`src/rtl/decoder_sched.sv`:
```
// Sequencer for the constant-weight decoder core: codeword FIFO, start pulse, bit packer with valid/ready output.
// msg_valid one cycle after the MSG_W-th dec_ready; a packed word is dropped (err_overrun) if the holding reg is blocked.
module decoder_sched #(
  parameter int CW_W  = 11,
  parameter int DEPTH = 8,
  parameter int MSG_W = 8,
  parameter int NB_W  = 4
) (
  input  logic            clk,
  input  logic            rst,
  input  logic [CW_W-1:0] cw_in,
  input  logic            cw_in_valid,
  output logic            cw_in_ready,
  input  logic            frame_start,
  output logic            dec_rst_b,
  output logic            dec_start,
  output logic [CW_W-1:0] dec_cw_word,
  output logic            dec_fifoempty,
  input  logic            dec_readfifo,
  input  logic            dec_bin_msg,
  input  logic            dec_ready,
  input  logic            dec_done,
  output logic [MSG_W-1:0] msg_out,
  output logic [NB_W-1:0] msg_nbits,
  output logic            msg_last,
  output logic            msg_valid,
  input  logic            msg_ready,
  output logic            busy,
  output logic            frame_done,
  output logic            err_underflow,
  output logic            err_overrun
);
  localparam int AW = $clog2(DEPTH);

  typedef enum logic [2:0] {S_IDLE, S_START, S_RUN, S_FLUSH, S_FIN} state_t;

  state_t           r_state;
  state_t           w_state_nxt;
  logic [CW_W-1:0]  r_mem [DEPTH];
  logic [AW-1:0]    r_wr;
  logic [AW-1:0]    r_rd;
  logic [AW:0]      r_cnt;
  logic [CW_W-1:0]  r_dec_cw;
  logic             r_err_uf;
  logic             r_err_ov;
  logic             r_dec_rst_b;
  logic [MSG_W-1:0] r_acc;
  logic [NB_W-1:0]  r_bitcnt;
  logic [MSG_W-1:0] r_msg;
  logic [NB_W-1:0]  r_nbits;
  logic             r_last;
  logic             r_msg_vld;

  logic             w_push;
  logic             w_pop;
  logic             w_bit_in;
  logic             w_word_full;
  logic             w_hold_free;
  logic             w_xfer;
  logic [MSG_W-1:0] w_acc_upd;
  logic             w_dec_start;
  logic             w_frame_done;

  assign cw_in_ready   = (r_cnt != (AW+1)'(DEPTH));
  assign dec_fifoempty = (r_cnt == '0);
  assign w_push        = cw_in_valid && cw_in_ready;
  assign w_pop         = dec_readfifo && !dec_fifoempty;

  // Storage has no reset; emptiness is tracked by r_cnt alone.
  always_ff @(posedge clk) begin
    if (w_push) r_mem[r_wr] <= cw_in;
  end

  always_ff @(posedge clk) begin
    if (rst) begin
      r_wr     <= '0;
      r_rd     <= '0;
      r_cnt    <= '0;
      r_dec_cw <= '0;
      r_err_uf <= 1'b0;
    end else begin
      if (w_push) r_wr <= r_wr + AW'(1);
      if (w_pop) begin
        r_rd     <= r_rd + AW'(1);
        r_dec_cw <= r_mem[r_rd];
      end
      if (dec_readfifo && dec_fifoempty) r_err_uf <= 1'b1;
      if (w_push && !w_pop)      r_cnt <= r_cnt + (AW+1)'(1);
      else if (!w_push && w_pop) r_cnt <= r_cnt - (AW+1)'(1);
    end
  end

  always_ff @(posedge clk) begin
    r_dec_rst_b <= !rst;
  end

  assign w_bit_in    = (r_state == S_RUN) && dec_ready;
  assign w_word_full = w_bit_in && (r_bitcnt == NB_W'(MSG_W - 1));
  assign w_hold_free = !r_msg_vld || msg_ready;
  assign w_xfer      = r_msg_vld && msg_ready;
  assign w_acc_upd   = r_acc | (MSG_W'(dec_bin_msg) << r_bitcnt);

  always_ff @(posedge clk) begin
    if (rst) begin
      r_state <= S_IDLE;
    end else begin
      r_state <= w_state_nxt;
    end
  end

  always_comb begin
    w_state_nxt  = r_state;
    w_dec_start  = 1'b0;
    w_frame_done = 1'b0;
    case (r_state)
      S_IDLE:  if (frame_start) w_state_nxt = S_START;
      S_START: begin
        w_dec_start = 1'b1;
        w_state_nxt = S_RUN;
      end
      S_RUN:   if (dec_done) w_state_nxt = S_FLUSH;
      S_FLUSH: if (w_hold_free) w_state_nxt = S_FIN;
      S_FIN: begin
        if (w_xfer) begin
          w_frame_done = 1'b1;
          w_state_nxt  = S_IDLE;
        end
      end
      default: w_state_nxt = S_IDLE;
    endcase
  end

  always_ff @(posedge clk) begin
    if (rst) begin
      r_acc     <= '0;
      r_bitcnt  <= '0;
      r_msg     <= '0;
      r_nbits   <= '0;
      r_last    <= 1'b0;
      r_msg_vld <= 1'b0;
      r_err_ov  <= 1'b0;
    end else begin
      if (w_xfer) r_msg_vld <= 1'b0;
      case (r_state)
        S_IDLE: begin
          if (frame_start) begin
            r_acc    <= '0;
            r_bitcnt <= '0;
          end
        end
        S_RUN: begin
          if (w_word_full) begin
            r_acc    <= '0;
            r_bitcnt <= '0;
            if (w_hold_free) begin
              r_msg     <= w_acc_upd;
              r_nbits   <= NB_W'(MSG_W);
              r_last    <= 1'b0;
              r_msg_vld <= 1'b1;
            end else begin
              r_err_ov <= 1'b1;
            end
          end else if (w_bit_in) begin
            r_acc    <= w_acc_upd;
            r_bitcnt <= r_bitcnt + NB_W'(1);
          end
        end
        S_FLUSH: begin
          // Partial (possibly empty) tail word; unused acc bits are already zero.
          if (w_hold_free) begin
            r_msg     <= r_acc;
            r_nbits   <= r_bitcnt;
            r_last    <= 1'b1;
            r_msg_vld <= 1'b1;
          end
        end
        default: ;
      endcase
    end
  end

  assign dec_rst_b     = r_dec_rst_b;
  assign dec_start     = w_dec_start;
  assign dec_cw_word   = r_dec_cw;
  assign msg_out       = r_msg;
  assign msg_nbits     = r_nbits;
  assign msg_last      = r_last;
  assign msg_valid     = r_msg_vld;
  assign busy          = (r_state != S_IDLE);
  assign frame_done    = w_frame_done;
  assign err_underflow = r_err_uf;
  assign err_overrun   = r_err_ov;

endmodule

```
`config.mk`:
```
export PLATFORM = sky130hd
export DESIGN_NAME = decoder_sched
export DESIGN_NICKNAME = d
export VERILOG_FILES = /design/src/rtl/decoder_sched.sv
export SDC_FILE = /design/constraint.sdc
export NUM_CORES = 1
export LEC_CHECK = 0
export ABC_AREA = 1
export CAP_MARGIN = 10
export CELL_PAD_IN_SITES_DETAIL_PLACEMENT = 1
export CELL_PAD_IN_SITES_GLOBAL_PLACEMENT = 1
export CORE_MARGIN = 10
export CORE_UTILIZATION = 40
export DETAILED_ROUTE_END_ITERATION = 16
export GPL_ROUTABILITY_DRIVEN = 0
export PLACE_DENSITY = 0.78
export SLEW_MARGIN = 20
export SYNTH_ARGS = -nofsm -noshare
export SYNTH_HDL_FRONTEND = slang
export SYNTH_SLANG_ARGS = --single-unit
```
`constraint.sdc`:
```
create_clock -name clk -period 2.1 [get_ports clk]
set_input_delay 0.315 -clock clk [delete_from_list [all_inputs] [get_ports clk]]
set_output_delay 0.315 -clock clk [all_outputs]
set_load 0.01 [all_outputs]
```
Word-level counts from Yosys, hierarchy flattened
Memory sizes are Yosys's and may differ from the RTL's. A register that Yosys moved wholly into a read port is not among the register bits.
Index checks and enable logic that the tools add are counted.
- memories: 1
- bits of input ports: 20
- memory bits (writable): 88
- logic and storage cells: 95
- bits in registers: 42
- memory list (name ; depth ; width ; rd ports ; clocked after Yosys merged registers in ; write ports ; RTL line ; text):
    r_mem ; 8 ; 11 ; 1 ; 1 ; 1 ; 39 ; logic [CW_W-1:0] r_mem [DEPTH];
- add/sub/neg operators: 5
- muxes and demuxes: 36
- shifts and indexed selects: 1
- reductions and logical operators: 24
- bitwise operators: 2
- equality and inequality tests: 13
- operator list (cell ; number):
    $mux 8 ; 6
    $mux 4 ; 8
    $pmux 8 s2 ; 2
    $pmux 4 s2 ; 2
    $pmux 3 s5 ; 1
    $mux 3 ; 4
    $ne 2x2->1 const B ; 6
    $mux 1 ; 11
    $add 4x1->4 const B ; 2
    $logic_and 1x1->1 ; 8
    $or 8x8->8 ; 1
    $reduce_and 4->1 ; 2
    $shl 1x4->8 ; 1
    $add 3x1->3 const B ; 2
    $eq 3x2->1 const B ; 2
    $reduce_and 3->1 ; 2
    $reduce_bool 2->1 ; 3
    $logic_not 1->1 ; 5
    $eq 4x3->1 const B ; 1
    $logic_not 4->1 ; 1
    $ne 4x4->1 const B ; 1
    $pmux 1 s2 ; 2
    $sub 4x1->4 const B ; 1
    $eq 3x1->1 const B ; 1
    6 further kinds ; 6

Logic depth before layout (Yosys ltp)
- word-level depth: 6
- depth in mapped cells: 13
- depth with buffers taken out: 13

Least setup slack after synthesis
Ideal clock, no wire load.
- kind: register to register
- start point: reg r_cnt[1]
- end point: reg r_cnt[3]
- library setup time: 0.132 ns
- clock period less this slack: 2.062 ns
- required time: 1.968 ns
- cell stages (with the launch flop): 14
- setup slack: 0.038 ns
- buffers on the path: 1
- arrival time: 1.930 ns
- cells stage by stage: dfxtp_1 > nor2_1 > nand3_1 > nand2_1 > buf_2 > ha_1 > inv_1 > ha_1 > a21oi_1 > nand2_1 > o21ai_0 > nand2_1 > nand2_1 > a21oi_1
- word-level cells in the longest chain between the ends: 6
- elaborated cells between the ends (all ways): 14
- ends and longest elaborated chain (what ; RTL line ; text):
    from (decl) ; 42 ; logic [AW:0] r_cnt;
    from (signal assigned) ; 88 ; if (w_push && !w_pop) r_cnt <= r_cnt + (AW+1)'(1);
    from (signal assigned) ; 89 ; else if (!w_push && w_pop) r_cnt <= r_cnt - (AW+1)'(1);
    parallel branches: the longest is 6 deep, another holds $sub 4x1->4 ; -- ;
Parallel ways; which one is timed is not known. The select of a mux whose other input is x is not followed.
A chain may end at the register's enable or synchronous reset.

Worst setup path after layout
- start point: reg r_state[2]
- end point: out busy
- word-level cells in the longest chain between the ends: 1
- ends and longest elaborated chain (what ; RTL line ; text):
    from (decl) ; 37 ; state_t r_state;
    from (signal assigned) ; 107 ; r_state <= w_state_nxt;
    $reduce_bool 3->1 ; 189 ; assign busy = (r_state != S_IDLE);
    to (decl) ; 28 ; output logic busy,
No other way between the ends.

==> summary.txt <==
Die
  – Core area: around 15000 µm²
  – Row Count: between 40 and 50
  – Die Footprint: 20500 µm²
  – Starting Density: 0.405
  – Die X: 143 µm
  – I/O pin total: 53
  – Die height: 143 µm

Timing
  – Final period util: 0.925
  – Fmax: 0.515 GHz
  – Final Max Tran Viols: 0
  – Worst-Margin Slew: 628 ps
  – Hold Fails Final Rpt: 0
  – Unrepaired setup endpoints after global routing: no
  – TNS Setup: 0 ps
  – Worst Skew: a little under 8 ps
  – Final setup vio count: 0
  – Slew headroom: 0.581
  – Min Tclk post-route: between 1500 and 2000 ps

Yosys
  – Register bit total from synthesis: approximately 140
  – Mean Syn Cell Area: slightly above 9 µm²
  – Synthesized cell area: 6090 µm²
  – Post-Synthesis Net Count: between 600 and 700
  – Synth Warn #: 0
  – Synthesized instance count: roughly 660
  – Netlist cell types: 31
  – Seq/Total Area, Yosys: 0.609

Clocking
  – Max clock buf depth: 2
  – CTS Sinks: about 140
  – CTS tree: done
  – Hold_buf cts: 0
  – Worst-path clk slew: 60 ps
  – Worst skew pair latency: ~420 ps
  – Num CTS Buffers: 17
  – Total number of H-tree levels: 4
  – Root buffer cell: clkbuf_16

Routing
  – Max layer used: met4
  – Metal2 WL: 8.78 mm
  – Post-detailed-route count of antenna-violating nets: 0
  – Total Wirelength: ~17 mm
  – DR iter-0 viols: 320
  – DRC errors left: 0
  – Met3 wire len: 596 µm
  – Vias: between 4000 and 5000
  – Number of vias per cell: roughly 5.1
  – WL met1: approximately 7 mm
  – Routed WL per cell: 18.1 µm
  – First-pass DRT Iterations: 5

Run status
  – Status: complete, no violations

Place
  – Dpl cells: 902
  – DPL Wire Length: roughly 11 mm
  – Port buffer count: 52

Critical path
  – CP Capture Type: output pin
  – Data arrival, critical path: roughly 1600 ps
  – R2R Setup Slk: ~180 ps
  – Startpoint Class: flop
  – Required time of the critical path: 1780 ps
  – Setup CP Type: flop to output pin
  – CP max FO: 5

Finish
  – Leading cell types in the layout, fill and taps excluded: nand2_1, inv_1, edfxtp_1
  – Final net count: between 700 and 800
  – Fin cells: 934
  – Antenna diodes: 0
  – Syn-to-layout area delta: 23.3%
  – Layout cells sized above 1: 0.105
  – Commonest non-fill, non-tap cell in the layout: nand2_1
  – Filler cell count: 1707
  – Fin util: 0.499

GRT
  – Initial antenna violation count: 0
  – Total track usage: 0.170
  – Largest net degree at the start of global routing: 46
  – First-pass GRT wire length: between 20 and 30 mm
  – Number of global-route vias before repair: approximately 5200
  – Overflow after GRT: 0

Flow run
  – Max_cap viols: 0

Pwr
  – Pwr Density: around 1200 nW/µm²
  – Leak: 0.00313 µW
  – Peak supply drop: approximately 0.62 mV

Min path
  – Hold Path Class: flop to flop
==> cells in the mapped netlist (all sizes together) <==
cell / count / share of area
ha: 6 / 0.012
dfxtp: 53 / 0.17
nor3: 5 / 0.0058
fa: 1 / 0.0033
o21ai: 13 / 0.013
clkbuf: 12 / 0.0074
nor4: 1 / 0.0010
nand3: 78 / 0.064
buf: 13 / 0.014
xor2: 2 / 0.0029
a21oi: 46 / 0.038
nand2: 174 / 0.11
inv: 105 / 0.065
or2: 3 / 0.0031
a31oi: 1 / 0.0010
edfxtp: 88 / 0.43
nor2: 53 / 0.038
o21a: 1 / 0.0012
and3: 1 / 0.0010
nand4: 7 / 0.0072
==> critical path, cell delays in order, from the launching register on <==
cell             delay (ps)
dfxtp_1                 330
nor2_2                  270
nand2_1                 110
clkdlybuf4s50_1         500
==> cells by family after synthesis <==
| logic type | count (synthesis) | synth area share |
|---|---|---|
| compound gates | 61 | 0.0533 |
| xor+xnor | 2 | 0.00288 |
| fa+ha+maj | 7 | 0.0156 |
| buf+inv | 130 | 0.0857 |
| flops | 141 | 0.609 |
| simple gates | 322 | 0.234 |
==> power by group <==
group	switching (µW)	internal, µW
Sequential	208	3260
Clock	1100	1830
Combinational	1710	1060
==> flip-flops by register name (all words and copies together) (netlist names) <==
name,flops
r_cnt,4
r_rd,3
msg_valid,1
msg_nbits,4
r_mem,88
r_bitcnt,4
dec_rst_b,1
dec_cw_word,11
r_state,3
msg_last,1
r_acc,8
msg_out,8
err_underflow,1
r_wr,3
err_overrun,1
==> path summary, 6_finish.rpt <==
path,start,end,depth (start not counted)
hold / removal,err_underflow,err_underflow,2
setup reg to reg,r_cnt[2],r_cnt[2],11
hold reg to reg,err_underflow,err_underflow,2
setup / recovery,r_state[2],busy,3
==> repair_timing <==
action / in CTS / in global routing
pin swaps: 0 / 1
setup endpoints to repair: 4 / 3
resized for setup: 4 / 7
buffers inserted: 0 / 0
==> layer usage <==
layer	up-vias	track usage
li1	2282	-
met5	-	0
met4	0	0.0822
met1	2379	0.192
met2	95	0.301
met3	34	0.0363
==> metrics by stage <==
stage	total power (µW)	worst slack, ps	hold WS (ps)	instance area (µm²)
after CTS	9210	12.4	456	7480
final	9170	157	453	7500
after global routing	9690	36.1	478	7500
after floorplan	5140	37.9	414	6090
after global placement	6080	-24.1	445	6910
after detailed placement	6230	-134	447	6910
==> area by class of cell <==
type	instances	area, µm²	area share
Inverter	105	394	0.0525
Sequential cell	141	3710	0.494
Multi-Input combinational cell	392	1880	0.251
Clock buffer	25	485	0.0647
Clock inverter	7	86.3	0.0115
Timing Repair Buffer	76	711	0.0947
Tap cell	188	235	0.0314
Power figures use the tool's default switching activity.
